`config.mk`:
```
export PLATFORM = sky130hd
export DESIGN_NAME = seq_trend_cmp
export DESIGN_NICKNAME = d
export VERILOG_FILES = /design/src/rtl/seq_pkg.sv /design/src/rtl/seq_trend_cmp.sv
export SDC_FILE = /design/constraint.sdc
export NUM_CORES = 1
export LEC_CHECK = 0
export ABC_AREA = 1
export CAP_MARGIN = 5
export CORE_AREA = 10 10 47 49
export DETAILED_ROUTE_END_ITERATION = 8
export DIE_AREA = 0 0 57 59
export GPL_TIMING_DRIVEN = 0
export PLACE_DENSITY = 0.42
export SLEW_MARGIN = 10
export SYNTH_ARGS = -nofsm -noshare
export SYNTH_HDL_FRONTEND = slang
export SYNTH_SLANG_ARGS = --single-unit
```
`constraint.sdc`:
```
create_clock -name vclk -period 1.3
set_input_delay 0.26 -clock vclk [all_inputs]
set_output_delay 0.26 -clock vclk [all_outputs]
set_load 0.01 [all_outputs]
```
`src/rtl/seq_pkg.sv`:
```
// Shared types and defaults for the trend checker.
// States, trend modes and default sizing.
package seq_pkg;

    typedef enum logic [1:0] {
        IDLE,
        RECV,
        OUT
    } state_t;

    typedef enum logic [1:0] {
        M_INC  = 2'd0,
        M_DEC  = 2'd1,
        M_NDEC = 2'd2,
        M_EQ   = 2'd3
    } mode_t;

    localparam int DATA_W_DEF  = 4;
    localparam int MAX_LEN_DEF = 16;

endpackage

```
`src/rtl/seq_trend_cmp.sv`:
```
// Single-step trend comparator: does cur follow prev under mode?
// Unsigned compare at DATA_W bits, no wrap-around.
module seq_trend_cmp
    import seq_pkg::*;
#(
    parameter int DATA_W = DATA_W_DEF
) (
    input  logic [DATA_W-1:0] prev,
    input  logic [DATA_W-1:0] cur,
    input  mode_t             mode,
    output logic              pass
);

    always_comb begin
        pass = 1'b0;
        unique case (mode)
            M_INC:   pass = (cur >  prev);
            M_DEC:   pass = (cur <  prev);
            M_NDEC:  pass = (cur >= prev);
            M_EQ:    pass = (cur == prev);
            default: pass = 1'b0;
        endcase
    end

endmodule

```
; ---- Word level (Yosys, flattened, before mapping)
; Index checks and enable logic that the tools add are counted.
; W data, S select, Z words.
[totals]
ff_bits = 0
input_bits = 10
[classes]
magnitude_cmp = 3
mux = 1
eq_ne = 4
n_reduce_logical = 1
[ops]
columns = cell, n
row1 = $eq A2 B2 Y1 const B, 2
row2 = $eq A4 B4 Y1, 1
row3 = $ge A4 B4 Y1, 1
row4 = $gt A4 B4 Y1, 1
row5 = $lt A4 B4 Y1, 1
row6 = $pmux W1 S4, 1
row7 = $eq A2 B1 Y1 const B, 1
row8 = $logic_not A2 Y1, 1

; ---- Logic depth before layout (Yosys ltp)
[depth]
word_depth = 2
depth_mapped = 9
ltp_nobuf = 9

; ---- Worst setup path before layout
; Ideal clock, no wire load.
[synth_path]
kind = input to output
startpoint = in prev[3]
endpoint = out pass
n_path_buf = 0
path_slack_ps = 73
cell_stages = 6
t_arrival_ps = 967
cell_sequence = inv_1 -> ha_1 -> a21oi_1 -> nand2_1 -> nand2_2 -> nand3_2
[synth_between]
elab_chain_cells = 2
word_cells_on_any_way = 5
cone_classes = order compare: 3 / eq/ne: 1 / mux: 1
[synth_lines]
columns = item, line_no
row1 = "start, declared", seq_trend_cmp.sv:8  ; input logic [DATA_W-1:0] prev,
row2 = "$ge A4 B4 Y1, or another cell as far along", seq_trend_cmp.sv:19  ; M_NDEC: pass = (cur >= prev);
row3 = $pmux W1 S4 (*), seq_trend_cmp.sv:16  ; unique case (mode)
row4 = "end, declared", seq_trend_cmp.sv:11  ; output logic pass
; Mark *: on every way between the ends. The rest lies on a longest branch, timed or not.

; ---- Worst setup path after layout
[layout_path]
startpoint = in cur[3]
endpoint = out pass
[layout_between]
elab_chain_cells = 2
word_cells_on_any_way = 5
cone_classes = order compare: 3 / eq/ne: 1 / mux: 1
[layout_lines]
columns = item, line_no
row1 = "start, declared", seq_trend_cmp.sv:9  ; input logic [DATA_W-1:0] cur,
row2 = "$ge A4 B4 Y1, or another cell as far along", seq_trend_cmp.sv:19
row3 = $pmux W1 S4 (*), seq_trend_cmp.sv:16
; Marks and branches as above.

==> results_dict.tcl <==
set metrics [dict create \
    outcome "finished with violations" \
    violations "setup timing" \
    grt_pass1_wl_microns 834 \
    grt_pass1_vias 228 \
    pwr-share-comb_pct 100.0 \
    end_kind "output pin" \
    routabilityCongestion 0.6527 \
    setup_viol 1 \
    die_w_microns 57 \
    clkbuf_count 0 \
    ir_worst_vdd_mv 0.09735 \
    synth_nets 40 \
    cap_viol_max_count 0 \
    p_per_area_mw_per_mm2 358.3 \
    yosys-top-cells-area "ha_1 34%, inv_1 20%, nand2_1 15%, nand2_2 8.4%, nand3_2 6.7%" \
    synth_area_leader_cell "ha_1" \
    core_area_sq_mm 0.001401 \
    rsz0062_at_grt "true" \
    syn_to_final_growth_pct 149.6 \
    p_leak_nw 0.1733 \
    worst-slew-pin-transition_ns 0.1229 \
    netlist_area_sq_um 148.9 \
    cts_hold_buffers 0 \
    seq_cells 0 \
    p_int_uw 75.67 \
    min_path_type "in2out" \
    arrival_ns 1.09 \
    ys_seq_area_share_pct 0 \
    wl_per_cell_microns 8.283 \
    antenna_found_initial 0 \
    start_util_pct 10.63 \
    place_ws_ns -0.9721 \
    vias_per_cell 3.434 \
    ant_nets 0 \
    routed_wl_microns 439 \
    grt_max_degree 3 \
    synth_top_area_share_pct 33.61 \
    yosys_warnings 0 \
    p_clk_share_pct 0 \
    fp.dieArea_sq_mm 0.003363 \
    drc 0 \
    slew_violations 0 \
    crit_fanout 2 \
    synthCells 26 \
    most-common-layout-cells "8 x buf_6, 5 x nand2_2, 4 x ha_4" \
    power_uw 133.2 \
    routed-via-count 182 \
    setup_ws_ns -0.05361 \
    die_h_microns 59 \
    avgSynthCellArea_sq_um 5.727 \
    grt-ovfl-total 0 \
    track_usage_pct 2.717 \
    synthDistinctLibCells 9 \
    power_switching_uw 57.49 \
    swShare_pct 43.17 \
    crit_type "in2out" \
    nets 53 \
    fillers 156 \
    fmax_ghz 0.7388 \
    layout_commonest_cell "buf_6" \
    seqPwrFrac_pct 0 \
    seq_area_sq_um 0 \
    slew-limit-headroom_pct 91.79 \
    diodes 0 \
    drive_above_1_share_pct 72.97 \
    post-dp-hpwl_microns 376.4 \
    min_period_over_period_pct 104.1 \
    dr.pass1.iters 1 \
    required_ns 1.04 \
    startpoint_type "input port" \
    period_needed_ns 1.354 \
    row_count 14 \
    final_hold_viol_count 0 \
    ios 11 \
    drt_iter0_drc 0 \
    portBuffers 11 \
]
## worst paths after layout
check	from	to	slack, ns	cells after the start
max	cur[3]	pass	-0.05	8
min	cur[3]	pass	1.01	7
## timing repair
item                                    CTS  global route
resized for setup                        52             7
gates cloned                              0             0
buffers inserted                          0             0
endpoints found under the setup margin    1             1
pin swaps                                14             4
## Yosys cell counts
library cell	n
a21oi_1	1
ha_1	4
inv_1	8
nand2_1	6
nand2_2	2
nand3_1	1
nand3_2	1
nor2_1	2
nor2_2	1
## power by group through the flow
| stage | combinational [mW] | clock (mW) | sequential [mW] |
|---|---|---|---|
| floorplan | 0.0421 | 0 | 0 |
| global placement | 0.0874 | 0 | 0 |
| CTS | 0.115 | 0 | 0 |
| finish | 0.133 | 0 | 0 |
| global route | 0.149 | 0 | 0 |
| detailed placement | 0.0884 | 0 | 0 |
## area by class of cell
class	count	area [sq um]	area share (%)
multi-input combinational	18	200.2	53.87
timing repair buffer	11	113.9	30.64
inverter	8	37.54	10.10
tap	16	20.02	5.387
## per-layer routing
metal | global-route usage [%] | vias up | routed length (microns)
met2 | 5.426 | 6 | 209
met1 | 2.952 | 77 | 196
met3 | 0.6438 | 0 | 34
met5 | 0 | - | 0
li1 | - | 99 | -
met4 | 0 | 0 | 0
## worst max-delay path: stages
cell,delay (ns)
buf_6,0.10
ha_4,0.28
nand2_4,0.06
inv_2,0.04
nand2_2,0.06
nand3_1,0.09
nand3_2,0.08
buf_6,0.12
## cells by family after synthesis
logic type	Yosys count	share of synthesized area (%)
AO/OA/AOI/OAI	1	3.358
adder cells (fa/ha/maj)	4	33.61
buffers and inverters	8	20.17
AND/OR/NAND/NOR	13	42.86
## through the flow
| stage | area (sq um) | utilization (%) | cells | hold slack (ns) | TNS [ns] |
|---|---|---|---|---|---|
| 3_5_place_dp | 279.0 | 19.91 | 53 | 1.575 | -0.9721 |
| 5_1_grt | 371.6 | 26.52 | 53 | 1.043 | -0.1117 |
| 3_3_place_gp | 279.0 | 19.91 | 53 | 1.574 | -0.9480 |
| 2_1_floorplan | 148.9 | - | 26 | 0.6474 | 0 |
| 6_report | 371.6 | 26.52 | 53 | 1.005 | -0.05361 |
| 4_1_cts | 346.6 | 24.73 | 53 | 1.013 | -0.06613 |
Note: power is estimated with default switching activity, not from simulation.
